==> config.mk <==
export PLATFORM = sky130hd
export DESIGN_NAME = layer_serializer_flat
export DESIGN_NICKNAME = d
export VERILOG_FILES = /design/src/rtl/layer_serializer_if.sv /design/src/rtl/layer_serializer.sv /design/src/flat_wrapper.sv
export SDC_FILE = /design/constraint.sdc
export NUM_CORES = 1
export LEC_CHECK = 0
export CORE_MARGIN = 2
export CORE_UTILIZATION = 40
export DETAILED_ROUTE_END_ITERATION = 8
export HOLD_SLACK_MARGIN = 0.08
export SYNTH_ARGS = -nofsm -noshare
export SYNTH_HDL_FRONTEND = slang
export SYNTH_SLANG_ARGS = --single-unit
==> constraint.sdc <==
create_clock -name clk -period 34.6 [get_ports clk]
set_input_delay 6.92 -clock clk [delete_from_list [all_inputs] [get_ports clk]]
set_output_delay 6.92 -clock clk [all_outputs]
set_load 0.01 [all_outputs]
==> src/rtl/layer_serializer_if.sv <==
// Ready/valid bus between a fully-parallel layer, the serializer and the next serial consumer.
// The slave modport is the serializer's view; the master modport is the surrounding logic's view.
interface layer_serializer_if #(
    parameter int NN        = 30,
    parameter int dataWidth = 16
);
    logic [NN-1:0]           in_valid;
    logic [NN*dataWidth-1:0] in_data;
    logic                    out_ready;
    logic                    out_valid;
    logic [dataWidth-1:0]    out_data;
    logic                    out_last;
    logic                    busy;
    logic                    overflow;

    modport master (
        output in_valid, in_data, out_ready,
        input  out_valid, out_data, out_last, busy, overflow
    );

    modport slave (
        input  in_valid, in_data, out_ready,
        output out_valid, out_data, out_last, busy, overflow
    );
endinterface

==> src/rtl/layer_serializer.sv <==
// Collects NN skewed neuron results into a fill buffer, then replays them lane 0 first
// from a separate drain buffer as a ready/valid stream (double-buffered).
module layer_serializer #(
    parameter int NN        = 30,
    parameter int dataWidth = 16
) (
    input  logic               clk,
    input  logic               rstn,
    layer_serializer_if.slave  bus
);
    localparam int IDXW = (NN > 1) ? $clog2(NN) : 1;
    localparam logic [IDXW-1:0] LAST_IDX = IDXW'(NN - 1);

    typedef enum logic {
        DRAIN_EMPTY,
        DRAIN_FULL
    } drainState_t;

    logic [NN-1:0]        r_mask;
    logic [dataWidth-1:0] r_fill  [NN];
    logic [dataWidth-1:0] r_drain [NN];
    drainState_t          r_state;
    logic [IDXW-1:0]      r_index;
    logic [dataWidth-1:0] r_outData;
    logic                 r_outLast;
    logic                 r_busy;
    logic                 r_overflow;

    logic [NN-1:0]        w_accept;
    logic [NN-1:0]        w_collide;
    logic                 w_fillComplete;
    logic                 w_handshake;
    logic                 w_lastBeat;
    logic                 w_drainFree;
    logic                 w_transfer;
    logic [NN-1:0]        w_maskNext;
    logic                 w_occNext;
    logic [IDXW-1:0]      w_nextIndex;
    logic [dataWidth-1:0] w_merged [NN];

    assign w_accept       = bus.in_valid & ~r_mask;
    assign w_collide      = bus.in_valid & r_mask;
    assign w_fillComplete = &(r_mask | bus.in_valid);
    assign w_handshake    = (r_state == DRAIN_FULL) && bus.out_ready;
    assign w_lastBeat     = w_handshake && (r_index == LAST_IDX);
    assign w_drainFree    = (r_state == DRAIN_EMPTY) || w_lastBeat;
    assign w_transfer     = w_fillComplete && w_drainFree;
    assign w_nextIndex    = r_index + IDXW'(1);

    // Lanes already captured that strobe again on the transfer edge seed the next frame.
    assign w_maskNext = w_transfer ? w_collide : (r_mask | bus.in_valid);
    assign w_occNext  = w_transfer || ((r_state == DRAIN_FULL) && !w_lastBeat);

    always_comb begin
        for (int i = 0; i < NN; i++) begin
            w_merged[i] = w_accept[i] ? bus.in_data[i*dataWidth +: dataWidth] : r_fill[i];
        end
    end

    always_ff @(posedge clk) begin
        if (!rstn) begin
            r_mask     <= '0;
            r_state    <= DRAIN_EMPTY;
            r_index    <= '0;
            r_outData  <= '0;
            r_outLast  <= 1'b0;
            r_busy     <= 1'b0;
            r_overflow <= 1'b0;
        end else begin
            for (int i = 0; i < NN; i++) begin
                if (w_accept[i] || (w_transfer && w_collide[i])) begin
                    r_fill[i] <= bus.in_data[i*dataWidth +: dataWidth];
                end
            end
            r_mask <= w_maskNext;
            r_busy <= (w_maskNext != '0) || w_occNext;
            if (!w_transfer && (w_collide != '0)) begin
                r_overflow <= 1'b1;
            end

            // Output word and last flag are precomputed so they leave straight from flops.
            if (w_transfer) begin
                for (int i = 0; i < NN; i++) begin
                    r_drain[i] <= w_merged[i];
                end
                r_state   <= DRAIN_FULL;
                r_index   <= '0;
                r_outData <= w_merged[0];
                r_outLast <= 1'b0;
            end else if (w_lastBeat) begin
                r_state   <= DRAIN_EMPTY;
                r_index   <= '0;
                r_outData <= '0;
                r_outLast <= 1'b0;
            end else if (w_handshake) begin
                r_index   <= w_nextIndex;
                r_outData <= r_drain[w_nextIndex];
                r_outLast <= (w_nextIndex == LAST_IDX);
            end
        end
    end

    assign bus.out_valid = (r_state == DRAIN_FULL);
    assign bus.out_data  = r_outData;
    assign bus.out_last  = r_outLast;
    assign bus.busy      = r_busy;
    assign bus.overflow  = r_overflow;
endmodule

==> src/flat_wrapper.sv <==
// flat-port wrapper written by rule: the top's interface ports become plain ports
module layer_serializer_flat 
#(
    parameter int NN        = 30,
    parameter int dataWidth = 16
)
  (clk, rstn, bus_in_valid, bus_in_data, bus_out_ready, bus_out_valid, bus_out_data, bus_out_last, bus_busy, bus_overflow);
  layer_serializer_if #(.NN(NN), .dataWidth(dataWidth)) bus_i ();
  input  logic clk;
  input  logic rstn;
  input wire logic [$bits(bus_i.in_valid)-1:0] bus_in_valid;
  input wire logic [$bits(bus_i.in_data)-1:0] bus_in_data;
  input wire logic [$bits(bus_i.out_ready)-1:0] bus_out_ready;
  output wire logic [$bits(bus_i.out_valid)-1:0] bus_out_valid;
  output wire logic [$bits(bus_i.out_data)-1:0] bus_out_data;
  output wire logic [$bits(bus_i.out_last)-1:0] bus_out_last;
  output wire logic [$bits(bus_i.busy)-1:0] bus_busy;
  output wire logic [$bits(bus_i.overflow)-1:0] bus_overflow;
  assign bus_i.in_valid = bus_in_valid;
  assign bus_i.in_data = bus_in_data;
  assign bus_i.out_ready = bus_out_ready;
  assign bus_out_valid = bus_i.out_valid;
  assign bus_out_data = bus_i.out_data;
  assign bus_out_last = bus_i.out_last;
  assign bus_busy = bus_i.busy;
  assign bus_overflow = bus_i.overflow;
  layer_serializer #(.NN(NN), .dataWidth(dataWidth)) u_core (.clk(clk), .rstn(rstn), .bus(bus_i));
endmodule
==> run_results.csv <==
group,metric,value,unit
status,status,"finished clean",
synthesis,synth_warnings,0,
critical_path,worst-path-buf-inv,3,
grt,antenna_found_initial,41,
route,ant_nets,0,
floorplanning,placementRows,118,
layout,drive_gt1_share,31.0,%
synthesis,synth-async-reset-ratio,0,%
route,wl_met2,59700,um
floorplanning,start_util,40.2,%
min_path,hp-start,"u_core.bus.overflow$_SDFFE_PN0P_",
critical_path,cpPeakStageDelay,720,ps
layout,finalNonFillerCells,4218,
synthesis,netlist_instances,2166,
clocking,cts-hold-fix-buffers,0,
timing,setup_slack,23730,ps
place,port_buffers,532,
place,dp_slack,23120,ps
grt,grt_usage,22.5,%
layout,fin_area,52200,sq um
synthesis,netlist.top_cell.by_area,"edfxtp_1",
power_and_ir_drop,p_per_area,53.0,nW/um^2
route,vias,22700,
critical_path,startpoint_type,"input port",
timing,rsz0062_at_grt,"no",
critical_path,path_depth,8,
timing,fin_crit,10870,ps
clocking,clock_latency,690,ps
timing,tightest_slew,1190,ps
critical_path,path_delay_family,"simple AND/OR/NAND/NOR gates",
timing,fin_crit_sh,31.4,%
route,wl,121000,um
floorplanning,die_y,326,um
critical_path,worstRegToRegCells,9,
timing,fmax,92.0,MHz
synthesis,syn_area,41500,sq um
synthesis,yosysTopAreaCellShare,69.5,%
floorplanning,die_area,106000,sq um
floorplanning,core,103000,sq um
synthesis,syn_avg_cell_area,19.1,sq um
route,drtIter0Drc,2057,
min_path,hold_class,"register to register",
critical_path,crit_chain,"clkdlybuf4s50_1 > nand2_1 > or3_4 > and2_4 > or3_4 > nor2_4 > buf_4 > buf_12",
route,drc,0,
synthesis,synth_most_common_cell,"edfxtp_1",
critical_path,cp_common_cell,"or3_4",
critical_path,r2r-start,"u_core.r_index[0]$_SDFFE_PP0P_",
timing,fin_skew,32.3,ps
synthesis,synth_flop_cell,"edfxtp_1",
timing,final.setup.tns,0,ps
layout,fin_nets,3255,
job,cap_violations,0,
place,dp_hpwl,87500,um
route,drtPass1Iterations,7,
route,wl_met1,47900,um
synthesis,synth.top_cells.by_area,"edfxtp_1 (70%), mux2_2 (13%), mux4_2 (7.8%)",
critical_path,arrival,11160,ps
synthesis,yosysSeqAreaShare,72.2,%
grt,grt_pass1_vias,23600,
place,place_congestion,0.916,
route,via_per_inst,5.37,
critical_path,crit_slowest_cell,"buf_12",
place,placed_cells,4008,
floorplanning,die_w,326,um
synthesis,synth-edff-count,960,
synthesis,synth_nets,2682,
route,wire_per_inst,28.7,um
timing,finalMaxSlewViolations,0,
critical_path,critPathMaxFanout,179,
synthesis,synthDistinctLibCells,47,
layout,num-fill-cells,8353,
critical_path,crit_type,"input port to register",
clocking,cts.sinks,1015,
grt,grt_max_degree,180,
layout,area_growth,25.9,%
grt,grt_pass1_wl,171000,um
critical_path,end_kind,"register",
clocking,clk_pin_slew,60,ps
route,top_layer,"met5",
floorplanning,io_pins,533,
timing,setup_viol,0,
clocking,cts_resized,0,
timing,max_slew_margin,20.5,%
clocking,cts_root_buf,"clkbuf_16",
route,dr_wl_met3,9920,um
grt,overflow,0,
power_and_ir_drop,p_leak,16.7,nW
timing,hold_viol_final,0,
clocking,cts_tree,"done",
clocking,post_cts_buffers,0,
clocking,ctsHtreeMaxLevel,3,
synthesis,synth_common_cells,"edfxtp_1 (960), mux2_2 (496), mux4_2 (144)",
synthesis,ys_ff_latch,1015,
clocking,cts_buffers,109,
min_path,hold_depth,1,
clocking,clock_path_buffers,3,
place,placed_cell_area,48500,sq um
critical_path,critPathRequiredTime,34880,ps
power_and_ir_drop,ir_drop,0.0000396,V
critical_path,setup.worst_path.start,"bus_out_ready",
[sequential cells by signal, indices dropped and copies added, names as in the netlist]
name and count:
u_core.r_index 5, u_core.r_fill 480, u_core.bus.out_data 16, u_core.r_drain 480, u_core.bus.overflow 1, u_core.bus.out_valid 1
u_core.r_mask 30, u_core.bus.busy 1, u_core.bus.out_last 1
[per-stage QoR]
step	utilization, %	hold WS (ps)	power, mW
after floorplan	-	466	1.49
after global placement	47.0	458	1.59
after detailed placement	47.0	463	1.60
after CTS	50.6	476	2.80
after global routing	50.6	504	2.86
final	50.6	479	2.77
[per-layer routing]
metal	up-vias	global-route usage, %
li1	9890	-
met1	11600	28.4
met2	865	37.6
met3	223	6.81
met4	58	6.00
met5	-	0
[cell families (layout without fill, tap and decap cells)]
family                     Yosys count  count (layout)  share of synthesized area, %
DFF                               1015            1015                          72.2
xor gates and xnor gates             8               8                         0.169
adders and majority gates           21              21                         0.525
other                                0               9                             0
and+or+nand+nor                    219             219                          2.66
AOI/OAI and AO/OA                  138             138                          1.97
muxes                              640             640                          21.3
buffers and inverters              125             788                          1.21
[placed cells by master, fill, tap and decap left out, drive strengths merged, types with 3 or more instances in the layout]
cell type      instances
dfxtp                 55
a22oi                  8
o22ai                 15
bufinv                17
nor4                  13
nor3                  22
nor2                  56
nand3                 11
edfxtp               960
xor2                   4
clkbuf               132
o21a                   7
and3                  13
nor2b                 29
a21oi                 67
ha                     3
mux2                 496
clkinv                38
buf                   53
or2                    3
clkinvlp               7
inv                   10
o21ai                 24
maj3                  18
mux4                 144
nand2                 42
diode                  9
clkdlybuf4s50        531
or3                    3
xnor2                  4
and2                  20
[cell type report]
class / count / area [sq um] / share of cell area [%]
multi-input cells: 1026 / 11100 / 21.3
repair buffers: 584 / 5740 / 11.0
clock buffers: 132 / 2860 / 5.47
clock inverters: 69 / 797 / 1.53
diodes: 9 / 22.5 / 0.0431
flip-flops and latches: 1015 / 29900 / 57.3
inverters: 3 / 11.3 / 0.0216
well taps: 1380 / 1730 / 3.31
[worst reg2reg max path: stages, from the launching register on]
cell and delay (ps):
dfxtp_4 1040, inv_1 260, ha_4 1070, buf_4 840
mux4_2 590, mux4_2 600, nor2_1 150, nor3_1 60
a21oi_1 190, a21oi_1 90
[report_power, final]
part / internal [mW] / switching, mW
registers: 1.38 / 0.0112
logic: 0.103 / 0.0814
clock network: 0.713 / 0.484
total: 2.19 / 0.577
[path summary, 6_finish.rpt]
path / slack [ps] / to
max: 23730 / u_core.r_drain[18][7]$_DFFE_PP_
min: 480 / u_core.bus.overflow$_SDFFE_PN0P_
max reg2reg: 29580 / u_core.bus.out_data[8]$_SDFFE_PN0P_
min reg2reg: 480 / u_core.bus.overflow$_SDFFE_PN0P_
(Power assumes the default switching activity.)
